**src/rtl/ps2_mouse_ctrl.sv**
```systemverilog
// PS/2 mouse sequencer: enables data reporting (0xF4 -> 0xFA, with retries), then decodes 3-byte stream packets.
// Latency: xm/ym/btnm and m_done_tick update 1 cycle after the third byte's rx_done_tick; init_done 1 cycle after the ACK.
// No backpressure: all link events are single-cycle ticks. Define PS2_RESET_SEQ_EN to prepend the 0xFF/0xFA/0xAA/0x00 reset preamble.
module ps2_mouse_ctrl #(
    parameter int ACK_TIMEOUT = 2_000_000,
    parameter int MAX_RETRY   = 3,
    parameter int CW          = 21
) (
    input  logic       clk,
    input  logic       reset,
    input  logic       rx_done_tick,
    input  logic [7:0] rx_data,
    input  logic       tx_done_tick,
    output logic       wr_ps2,
    output logic [7:0] tx_data,
    output logic [8:0] xm,
    output logic [8:0] ym,
    output logic [2:0] btnm,
    output logic       m_done_tick,
    output logic       init_done,
    output logic       init_err
);

`ifdef PS2_RESET_SEQ_EN
    localparam int TW = CW + 6;
`else
    localparam int TW = CW;
`endif
    localparam int RW = (MAX_RETRY < 1) ? 1 : $clog2(MAX_RETRY + 1);
    localparam logic [TW-1:0] ACK_LAST  = TW'(ACK_TIMEOUT - 1);
    localparam logic [RW-1:0] RETRY_MAX = RW'(MAX_RETRY);

    typedef enum logic [3:0] {
        SEND,
        WAIT_TX,
        WAIT_ACK,
        PKT1,
        PKT2,
        PKT3,
        FAIL
`ifdef PS2_RESET_SEQ_EN
        ,
        SEND_RST,
        WAIT_TX_RST,
        WAIT_ACK_RST,
        WAIT_BAT,
        WAIT_ID
`endif
    } state_t;

`ifdef PS2_RESET_SEQ_EN
    localparam state_t RESTART = SEND_RST;
    // Self-test can take far longer than a command ACK, hence the wider counter.
    localparam logic [TW-1:0] BAT_LAST = TW'(64 * ACK_TIMEOUT - 1);
`else
    localparam state_t RESTART = SEND;
`endif

    state_t          state;
    logic [TW-1:0]   tcnt;
    logic [RW-1:0]   retry_cnt;
    logic [7:0]      b2;
    logic [2:0]      b1_btn;
    logic            b1_xs;
    logic            b1_ys;

    logic            in_wait;
    logic [7:0]      expect_byte;
    logic [TW-1:0]   tlimit;
    logic            wait_pass;
    logic            wait_fault;

    // Every reply-wait state shares one pass/fault decision; a received byte beats a timeout.
    always_comb begin
        in_wait     = 1'b0;
        expect_byte = 8'hFA;
        tlimit      = ACK_LAST;
        case (state)
            WAIT_ACK: in_wait = 1'b1;
`ifdef PS2_RESET_SEQ_EN
            WAIT_ACK_RST: in_wait = 1'b1;
            WAIT_BAT: begin
                in_wait     = 1'b1;
                expect_byte = 8'hAA;
                tlimit      = BAT_LAST;
            end
            WAIT_ID: begin
                in_wait     = 1'b1;
                expect_byte = 8'h00;
            end
`endif
            default: ;
        endcase
        wait_pass  = in_wait && rx_done_tick && (rx_data == expect_byte);
        wait_fault = in_wait && (rx_done_tick ? (rx_data != expect_byte) : (tcnt == tlimit));
    end

    always_ff @(posedge clk) begin
        if (reset) begin
            state       <= RESTART;
            tcnt        <= '0;
            retry_cnt   <= '0;
            wr_ps2      <= 1'b0;
            tx_data     <= 8'hF4;
            xm          <= '0;
            ym          <= '0;
            btnm        <= '0;
            m_done_tick <= 1'b0;
            init_done   <= 1'b0;
            init_err    <= 1'b0;
            b2          <= '0;
            b1_btn      <= '0;
            b1_xs       <= 1'b0;
            b1_ys       <= 1'b0;
        end else begin
            wr_ps2      <= 1'b0;
            m_done_tick <= 1'b0;
            if (wait_fault) begin
                if (retry_cnt < RETRY_MAX) begin
                    retry_cnt <= retry_cnt + 1'b1;
                    state     <= RESTART;
                end else begin
                    init_err <= 1'b1;
                    state    <= FAIL;
                end
            end else if (wait_pass) begin
                tcnt <= '0;
                case (state)
                    WAIT_ACK: begin
                        init_done <= 1'b1;
                        state     <= PKT1;
                    end
`ifdef PS2_RESET_SEQ_EN
                    WAIT_ACK_RST: state <= WAIT_BAT;
                    WAIT_BAT:     state <= WAIT_ID;
                    WAIT_ID:      state <= SEND;
`endif
                    default: ;
                endcase
            end else begin
                case (state)
                    SEND: begin
                        wr_ps2  <= 1'b1;
                        tx_data <= 8'hF4;
                        state   <= WAIT_TX;
                    end
                    WAIT_TX: begin
                        if (tx_done_tick) begin
                            tcnt  <= '0;
                            state <= WAIT_ACK;
                        end
                    end
                    WAIT_ACK: tcnt <= tcnt + 1'b1;
`ifdef PS2_RESET_SEQ_EN
                    SEND_RST: begin
                        wr_ps2  <= 1'b1;
                        tx_data <= 8'hFF;
                        state   <= WAIT_TX_RST;
                    end
                    WAIT_TX_RST: begin
                        if (tx_done_tick) begin
                            tcnt  <= '0;
                            state <= WAIT_ACK_RST;
                        end
                    end
                    WAIT_ACK_RST, WAIT_BAT, WAIT_ID: tcnt <= tcnt + 1'b1;
`endif
                    // Bit 3 of the first byte is always set; use it to resynchronise.
                    PKT1: begin
                        if (rx_done_tick && rx_data[3]) begin
                            b1_btn <= rx_data[2:0];
                            b1_xs  <= rx_data[4];
                            b1_ys  <= rx_data[5];
                            state  <= PKT2;
                        end
                    end
                    PKT2: begin
                        if (rx_done_tick) begin
                            b2    <= rx_data;
                            state <= PKT3;
                        end
                    end
                    PKT3: begin
                        if (rx_done_tick) begin
                            xm          <= {b1_xs, b2};
                            ym          <= {b1_ys, rx_data};
                            btnm        <= b1_btn;
                            m_done_tick <= 1'b1;
                            state       <= PKT1;
                        end
                    end
                    FAIL: ;
                    default: state <= RESTART;
                endcase
            end
        end
    end

endmodule

```
**config.mk**
```make
export PLATFORM = sky130hd
export DESIGN_NAME = ps2_mouse_ctrl
export DESIGN_NICKNAME = d
export VERILOG_FILES = /design/src/rtl/ps2_mouse_ctrl.sv
export SDC_FILE = /design/constraint.sdc
export NUM_CORES = 1
export LEC_CHECK = 0
export BUFFER_PORTS_ARGS = -buffer_cell sky130_fd_sc_hd__buf_2
export CAP_MARGIN = 15
export CORE_ASPECT_RATIO = 1.2
export CORE_MARGIN = 2
export CORE_UTILIZATION = 26
export CTS_BUF_LIST = sky130_fd_sc_hd__clkbuf_4
export DETAILED_ROUTE_END_ITERATION = 16
export GPL_ROUTABILITY_DRIVEN = 0
export SETUP_SLACK_MARGIN = 0.2
export SYNTH_ARGS = -nofsm -noshare
export SYNTH_HDL_FRONTEND = slang
export SYNTH_SLANG_ARGS = --single-unit
```
**constraint.sdc**
```tcl
create_clock -name clk -period 4.2 [get_ports clk]
set_clock_uncertainty 0.2 [all_clocks]
set_input_delay 0.63 -clock clk [delete_from_list [all_inputs] [get_ports clk]]
set_output_delay 0.63 -clock clk [all_outputs]
set_load 0.02 [all_outputs]
```
==> results of run 1 <==
## worst register-to-register path: stages (launching register included)
cell and delay, ns:
dfxtp_1 0.65, nor3b_2 0.34, o31ai_1 0.12, buf_4 0.19, a21oi_1 0.79, o31ai_1 0.18
a21oi_1 0.15
## metal layers
layer / share of wire (%) / wire length, um
met5: 0 / 0
met4: 2.0 / 147
met3: 4.5 / 337
met2: 50 / 3780
met1: 43 / 3230
## report_power, final
group	total (uW)	internal (uW)	leakage, uW	switching (uW)
combinational	135	42.5	0.000606	92.9
clock	485	242	0.0000898	243
sequential	635	616	0.000516	18.8
total	1260	901	0.00121	355
## placed cells by master, fill, tap and decap left out, types with 3 or more instances in the layout
cell type	count
nor4bb_1	6
nand3b_1	3
nor2_1	12
nand4_1	11
nor3_1	7
a21o_1	4
o21ai_0	11
clkinv_4	3
and3_1	4
a211oi_1	6
or4_1	5
dfxtp_1	64
inv_1	9
nor3b_1	3
mux2i_1	14
a21oi_1	43
buf_2	36
nand2b_1	8
o31ai_1	3
nand2_1	88
o211ai_1	4
clkbuf_4	9
and2_1	3
conb_1	8
nand3_1	9
a31oi_1	5
## final timing paths
path | cells past startpoint | startpoint | endpoint | slack, ns
hold / removal | 2 | b1_btn[0] | btnm[0] | 0.25
setup reg to reg | 6 | state[1] | tcnt[11] | 1.50
setup / recovery | 6 | state[1] | tcnt[11] | 1.50
hold reg to reg | 2 | b1_btn[0] | btnm[0] | 0.25
## logic make-up (layout without fill, tap and decap cells)
group	count (synthesis)	count (layout)
buf+inv	42	63
compound gates	93	93
fa+ha+maj	2	2
flops	64	64
other cells	2	8
mux	15	15
simple gates	174	174
## state kept, by name, indices dropped and copies added, names as in the netlist
signal,count
b1_btn,3
b1_xs,1
b1_ys,1
b2,8
btnm,3
init_done,1
init_err,1
m_done_tick,1
retry_cnt,2
state,3
tcnt,21
wr_ps2,1
xm,9
ym,9
## Yosys cell counts, types with 5 or more instances
master and instances:
or4_1 5, buf_4 8, clkbuf_1 21, a21oi_1 43, a211oi_1 6, o21ai_0 11, mux2i_1 14, nand2_1 88
nand3_1 9, inv_1 9, a31oi_1 5, dfxtp_1 64, nor4bb_1 6, nor2_1 12, nor3_1 7, nand4_1 11
nand2b_1 8
## cell type report
| type | instances | area [um2] | share of cell area [%] |
|---|---|---|---|
| Tap cell | 161 | 201 | 5.65 |
| Sequential cell | 64 | 1280 | 35.9 |
| Clock inverter | 7 | 96.3 | 2.70 |
| Inverter | 9 | 33.8 | 0.947 |
| Timing Repair Buffer | 38 | 195 | 5.47 |
| Clock buffer | 9 | 67.6 | 1.89 |
| Multi-Input combinational cell | 292 | 1690 | 47.4 |
## through the flow
step	instances	utilization [%]
finish	580	29.8
global route	580	29.8
CTS	580	29.8
detailed placement	564	28.5
global placement	564	28.5
floorplan	398	-
==> impl_metrics.json, run 1 <==
{
  "synth_area_um2": 3140,
  "grt_pass1_wl_um": 12500,
  "outcome": "completed",
  "ys_seq_area_share_pct": 40.8,
  "cp_slowest_cell": "a21oi_1",
  "min_period_ns": 2.70,
  "drtPass1Iterations": 5,
  "worstHoldPathType": "reg -> reg",
  "design_area_um2": 3570,
  "power_density_nw_per_um2": 352,
  "std_cell_rows": 44,
  "yosysTopAreaCell": "dfxtp_1",
  "drc_errors": 0,
  "wl_per_cell_um": 12.9,
  "root_buffer": "clkbuf_4",
  "synth_compound_area_share_pct": 18.3,
  "postCtsSetupRepairBufs": 0,
  "slowest_delay_ns": 0.79,
  "drv_cap": 0,
  "pre_cts_ws_ns": 1.41,
  "dieArea_um2": 13000,
  "drive_above_1_share_pct": 15.5,
  "hold_ws_ns": 0.251,
  "cp_max_fo": 17,
  "irDropWorstVdd_v": 0.000131,
  "cp.arrival_ns": 2.84,
  "fin_setup_tns_ns": 0,
  "slew_viol_final": 0,
  "use_met1_pct": 13.0,
  "numCtsBuffers": 9,
  "coreArea_um2": 11900,
  "ys_ff_latch": 64,
  "cts_resized": 0,
  "busiest_layer": "met2",
  "path_clk_slew_ns": 0.12,
  "p_leak_uw": 0.00121,
  "initial_utilization_pct": 26.3,
  "port_buffers": 36,
  "insertion_delay_ns": 0.42,
  "yosysWarnings": 0,
  "worst_pin_slew_ns": 1.02,
  "dr_total_vias": 2834,
  "synth.area.mux_share_pct": 4.82,
  "synthAdderAreaFrac_pct": 0.796,
  "syn_inst": 392,
  "synthDistinctLibCells": 54,
  "place_area_um2": 3400,
  "synth_xor_area_share_pct": 0,
  "die_width_um": 104,
  "relSlewSlack_pct": 32.3,
  "holdBufCountCts": 0,
  "grt_overflow_total": 0,
  "hold_viol_final": 0,
  "routed_wl_um": 7490,
  "rsz0062_at_grt": "false",
  "cp_cell_sequence": "nor3b_2 > o31ai_1 > buf_4 > a21oi_1 > o31ai_1 > a21oi_1",
  "fmax_mhz": 371,
  "cp-end-kind": "flop",
  "dp_hpwl_um": 5290,
  "nNetsFinal": 428,
  "viasPerCell": 4.89,
  "synth-simple-area-share_pct": 28.8,
  "synth_edf_count": 0,
  "critPathRequiredTime_ns": 4.34,
  "ios": 45,
  "clock-sinks": 64,
  "async_reset_ff_share_pct": 0,
  "synth_top_family_by_area": "simple AND/OR/NAND/NOR gates",
  "cp_num_buf_inv": 1,
  "grt_max_degree": 54,
  "globalRouteMet3Util_pct": 3.35,
  "synth_top_area_share_pct": 40.8,
  "h-tree-depth": 3,
  "ant_nets": 0,
  "clock_path_buffers": 2,
  "synth_area_leaders": "dfxtp_1, nand2_1, a21oi_1, mux2i_1, clkbuf_1",
  "grt_use_total_pct": 11.8,
  "grt_pass1_vias": 2672,
  "drt_iter0_markers": 150,
  "crit_type": "reg -> reg",
  "n_fill_cell": 1304,
  "diodes": 0,
  "avgSynthCellArea_um2": 8.02,
  "cp-start-kind": "flop",
  "finalSetupViolCount": 0,
  "grt_antenna_before_repair": 0,
  "synth_ff_type": "dfxtp_1",
  "critPathTopFamily": "compound AO/OA/AOI/OAI gates",
  "die-height_um": 124,
  "finalPower_uw": 1260,
  "cts_tree": "done",
  "syn_to_final_growth_pct": 13.5,
  "grt_util_met2_pct": 20.8,
  "setup_slack_ns": 1.50,
  "post-route-period-util_pct": 64.2
}
Note: power is estimated with default switching activity, not from simulation.
==> run 2: changes to the inputs <==
==> constraint.sdc (replaced) <==
create_clock -name clk -period 2.5 [get_ports clk]
set_clock_uncertainty 0.2 [all_clocks]
set_input_delay 0.375 -clock clk [delete_from_list [all_inputs] [get_ports clk]]
set_output_delay 0.375 -clock clk [all_outputs]
set_load 0.02 [all_outputs]
==> run 2 against run 1 <==
Effect of this change: global-route usage rose by 0.73 points; worst setup slack worse by 1.2 ns; utilization grew 1.7 points; largest power group unchanged; sequential share of layout area decreased by 1.9 points; hold slack worse by 0.23 ns; first-iteration DRC count grew 56%; largest cell class unchanged.
==> impl_metrics.json, run 2 (synthesis results as in run 1) <==
{
  "cp-end-kind": "flop",
  "grt_antenna_before_repair": 0,
  "finalSetupViolCount": 0,
  "hold_depth": 3,
  "coreArea_um2": 11900,
  "p_leak_uw": 0.00131,
  "grt_overflow_total": 0,
  "reg2reg_slack_ns": 0.30,
  "clock-sinks": 64,
  "intPower_uw": 1630,
  "ios": 45,
  "place_area_um2": 3550,
  "drc_errors": 0,
  "grt_max_degree": 51,
  "insertion_delay_ns": 0.42,
  "largest_register_ffs": 21,
  "p_sw_uw": 592,
  "combPwrFrac_pct": 13.1,
  "largestRegisters": "tcnt (21), xm (9), ym (9)",
  "rsz0062_at_grt": "false",
  "slew_viol_final": 0,
  "dp_cells": 582,
  "grt_pass1_wl_um": 13500,
  "seqPwrFrac_pct": 47.1,
  "ant_nets": 0,
  "clock_path_buffers": 2,
  "irDropWorstVdd_v": 0.000175,
  "die-height_um": 124,
  "cp_max_fo": 16,
  "r2r-end": "tcnt[3]",
  "dr_total_vias": 2932,
  "critPathRequiredTime_ns": 2.64,
  "numCtsBuffers": 9,
  "final_util_pct": 31.6,
  "regMostFlops": "tcnt",
  "whs_endpoint": "b2[3]",
  "root_buffer": "clkbuf_4",
  "dieArea_um2": 13000,
  "outcome": "completed",
  "mostFrequentLayoutCell": "nand2_1",
  "nNetsFinal": 448,
  "path_clk_slew_ns": 0.11,
  "hold_start": "rx_data[3]",
  "std_cell_rows": 44,
  "power_density_nw_per_um2": 590,
  "p_clk_share_pct": 39.8,
  "layout.cells.non_filler": 599,
  "dp_hpwl_um": 5600,
  "drt_iter0_markers": 234,
  "final_cell_mix": "nand2_1, dfxtp_1, a21oi_1",
  "fmax_mhz": 455,
  "worstHoldPathType": "in -> reg",
  "min_period_ns": 2.20,
  "cts_tree": "done",
  "worst_pin_slew_ns": 0.592,
  "grt_use_total_pct": 12.6,
  "drive_above_1_share_pct": 19.6,
  "n_fill_cell": 1279,
  "port_buffers": 36,
  "initial_utilization_pct": 26.3,
  "cp.arrival_ns": 2.34,
  "routed_wl_um": 7920,
  "hold_viol_final": 0,
  "ff2ff_path_depth": 6,
  "relSlewSlack_pct": 60.5,
  "post-route-period-util_pct": 87.9,
  "fin_setup_tns_ns": 0,
  "drv_cap": 0,
  "design_area_um2": 3770,
  "viasPerCell": 4.89,
  "h-tree-depth": 3,
  "grt_pass1_vias": 2850,
  "diodes": 0,
  "crit_type": "reg -> reg",
  "cp-start-kind": "flop",
  "wl_per_cell_um": 13.2,
  "syn_to_final_growth_pct": 19.9,
  "die_width_um": 104,
  "p_sw_share_pct": 26.6,
  "r2r-start": "state[1]",
  "drtPass1Iterations": 4
}
==> run 2: cell count changes in the layout (fill, tap and decap cells not counted), moves of 2 or more <==
cell        delta
a2111oi_0      -2
a2111oi_1      +2
buf_4         +19
clkinv_2       -2
clkinv_4       -3
clkinvlp_4     +2
==> run 2: what timing repair did <==
item,in CTS,in global routing
setup buffers,0,2
gates resized for setup,2,5
pin swaps,0,1
setup endpoints to repair,3,6
hold buffers,0,0
==> run 2: how the worst max path moves through the flow <==
stage / from / end / slack [ns] / depth (start not counted)
after detailed placement: rx_done_tick / tcnt[11] / 0.19 / 7
after global routing: state[1] / tcnt[3] / 0.20 / 6
after CTS: tcnt[15] / retry_cnt[0] / 0.20 / 5
after global placement: rx_data[0] / tcnt[18] / 0.23 / 6
final: state[1] / tcnt[3] / 0.30 / 6
after floorplan: rx_data[0] / tcnt[5] / 0.45 / 6
==> run 2: per-layer routing <==
layer  share of wire (%)  GRT usage, %  vias up
met5                   0             0        -
met4                 1.8          6.84        0
met3                 4.9          2.67       14
met2                  51          21.8       80
met1                  42          14.3     1380
li1                    -             -     1458
==> run 2: layout make-up <==
cell class / instances / area [um2] / share of cell area [%]
Sequential cell: 64 / 1280 / 34.0
Inverter: 9 / 33.8 / 0.896
Tap cell: 161 / 201 / 5.34
Clock inverter: 6 / 109 / 2.89
Multi-Input combinational cell: 292 / 1720 / 45.6
Timing Repair Buffer: 58 / 358 / 9.49
Clock buffer: 9 / 67.6 / 1.79
==> run 2: power groups by stage <==
stage	Sequential, uW	Clock, uW	Combinational (uW)
2_1_floorplan	1070	0	197
3_3_place_gp	1070	0	277
3_5_place_dp	1070	0	281
4_1_cts	1050	909	288
5_1_grt	1050	956	318
6_report	1050	884	292
==> run 2: through the flow <==
step | total power (uW) | hold slack [ns] | setup WS [ns]
3_3_place_gp | 1350 | 0.236 | 0.227
2_1_floorplan | 1270 | 0.231 | 0.449
3_5_place_dp | 1350 | 0.242 | 0.190
4_1_cts | 2240 | 0.00484 | 0.201
6_report | 2220 | 0.0228 | 0.302
5_1_grt | 2320 | 0.0173 | 0.205
==> run 2: critical path, cell delays in order (launching register included) <==
cell and delay, ns:
dfxtp_1 0.32, buf_4 0.18, nand3b_1 0.23, a21o_1 0.34, or4b_1 0.53, a21o_1 0.20, a21oi_1 0.12
==> run 3: changes to the inputs <==
--- a/config.mk
+++ b/config.mk
@@ -5,13 +5,13 @@
 export SDC_FILE = /design/constraint.sdc
 export NUM_CORES = 1
 export LEC_CHECK = 0
-export BUFFER_PORTS_ARGS = -buffer_cell sky130_fd_sc_hd__buf_2
 export CAP_MARGIN = 15
 export CORE_ASPECT_RATIO = 1.2
 export CORE_MARGIN = 2
 export CORE_UTILIZATION = 26
 export CTS_BUF_LIST = sky130_fd_sc_hd__clkbuf_4
 export DETAILED_ROUTE_END_ITERATION = 16
+export DONT_BUFFER_PORTS = 1
 export GPL_ROUTABILITY_DRIVEN = 0
 export SETUP_SLACK_MARGIN = 0.2
 export SYNTH_ARGS = -nofsm -noshare
==> run 3 against run 2 <==
Effect of this change: first-iteration DRC count fell by 18%; die area stayed put; sequential power about the same; utilization down 1.4 points.
==> impl_metrics.json, run 3 (synthesis results as in run 1) <==
{
  "r2r-start": "tcnt[7]",
  "whs_endpoint": "tcnt[1]",
  "die-height_um": 124,
  "syn_to_final_growth_pct": 14.8,
  "grt_max_degree": 52,
  "drive_above_1_share_pct": 11.5,
  "port_buffers": 0,
  "cp.arrival_ns": 2.37,
  "ff2ff_path_depth": 5,
  "fin_setup_tns_ns": 0,
  "min_period_ns": 2.21,
  "worstHoldPathType": "in -> reg",
  "post-route-period-util_pct": 88.6,
  "viasPerCell": 4.94,
  "reg2reg_slack_ns": 0.29,
  "cp_num_buf_inv": 0,
  "hold_viol_final": 0,
  "hold_depth": 3,
  "final_util_pct": 30.2,
  "n_fill_cell": 1264,
  "slew_viol_final": 0,
  "mostFrequentLayoutCell": "nand2_1",
  "dp_hpwl_um": 5400,
  "diodes": 0,
  "cp-start-kind": "flop",
  "critPathTopFamily": "simple AND/OR/NAND/NOR gates",
  "hold_start": "reset",
  "numCtsBuffers": 9,
  "relSlewSlack_pct": 63.6,
  "r2r-end": "tcnt[20]",
  "nNetsFinal": 418,
  "clock_path_buffers": 2,
  "cp-end-kind": "flop",
  "grt_antenna_before_repair": 0,
  "h-tree-depth": 3,
  "ios": 45,
  "cp_cell_sequence": "and4_1 > and3_1 > nand2_1 > a2111oi_0 > mux2i_1",
  "ant_nets": 0,
  "largestRegisters": "tcnt (21), xm (9), ym (9)",
  "cts_tree": "done",
  "cp_slowest_cell": "a2111oi_0",
  "routed_wl_um": 7770,
  "wl_per_cell_um": 13.6,
  "slowest_delay_ns": 0.54,
  "regMostFlops": "tcnt",
  "startpoint": "tcnt[7]",
  "drc_errors": 0,
  "grt_overflow_total": 0,
  "drtPass1Iterations": 4,
  "grt_pass1_vias": 2669,
  "finalSetupViolCount": 0,
  "outcome": "completed",
  "insertion_delay_ns": 0.42,
  "irDropWorstVdd_v": 0.000210,
  "path_clk_slew_ns": 0.13,
  "critPathRequiredTime_ns": 2.66,
  "initial_utilization_pct": 26.3,
  "drt_iter0_markers": 193,
  "p_leak_uw": 0.00114,
  "crit_type": "reg -> reg",
  "largest_register_ffs": 21,
  "rsz0062_at_grt": "true",
  "fmax_mhz": 452,
  "final_cell_mix": "nand2_1, dfxtp_1, a21oi_1",
  "die_width_um": 104,
  "drv_cap": 0,
  "cp_num_cells": 5,
  "grt_pass1_wl_um": 13000,
  "root_buffer": "clkbuf_4",
  "dieArea_um2": 13000,
  "grt_use_total_pct": 12.2,
  "worst_pin_slew_ns": 0.532,
  "std_cell_rows": 44,
  "cp_max_fo": 8,
  "power_density_nw_per_um2": 574,
  "dr_total_vias": 2818,
  "clock-sinks": 64,
  "coreArea_um2": 11900
}
## run 3: cell count changes in the layout (fill, tap and decap cells not counted), sizes merged
cell         before  now
buf              58   19
dlygate4sd3       0    9
bufinv            3    1
clkinv            1    2
clkinvlp          2    3
inv               9   10
## run 3: worst register-to-register path: stages, from the launching register on
cell and delay, ns:
dfxtp_1 0.50, and4_1 0.28, and3_1 0.27, nand2_1 0.14, a2111oi_0 0.54, mux2i_1 0.24
## run 3: power by group
part           total [uW]  leakage, uW  switching [uW]  internal (uW)
Combinational         270     0.000552             168            101
Sequential           1060     0.000516            23.8           1040
Clock                 740    0.0000703             427            314
## run 3: worst max path at each step
stage	endpoint
floorplan	tcnt[5]
global placement	retry_cnt[0]
detailed placement	retry_cnt[0]
CTS	retry_cnt[0]
global route	tcnt[20]
finish	tcnt[20]
## run 3: cell type report
type,count,area [um2],share of cell area (%)
repair buffers,28,245,6.80
multi-input cells,292,1700,47.0
well taps,161,201,5.58
clock inverters,7,81.3,2.25
clock buffers,9,67.6,1.87
flip-flops and latches,64,1280,35.5
inverters,9,33.8,0.937
## run 3: metal layers
metal | global-route usage [%] | up-vias | share of wire, %
li1 | - | 1401 | -
met2 | 21.6 | 73 | 50
met5 | 0 | - | 0
met1 | 13.4 | 1323 | 42
met4 | 4.53 | 0 | 2.7
met3 | 3.92 | 21 | 5.5
## run 3: per-stage QoR
stage | hold WS (ns) | cells | setup slack (ns) | total power [uW] | cell area, um2
CTS | 0.00634 | 570 | 0.235 | 2090 | 3600
finish | 0.0405 | 570 | 0.286 | 2070 | 3610
global placement | 0.232 | 544 | 0.339 | 1310 | 3340
detailed placement | 0.237 | 544 | 0.263 | 1320 | 3340
floorplan | 0.231 | 398 | 0.449 | 1270 | 3170
global route | 0.0487 | 570 | 0.197 | 2160 | 3610
## run 3: what timing repair did
action                     in CTS  in global routing
hold endpoints to repair       50                  0
hold buffers                   10                  0
buffers inserted                0                  0
gates resized for setup         0                  2
setup endpoints to repair       0                  2
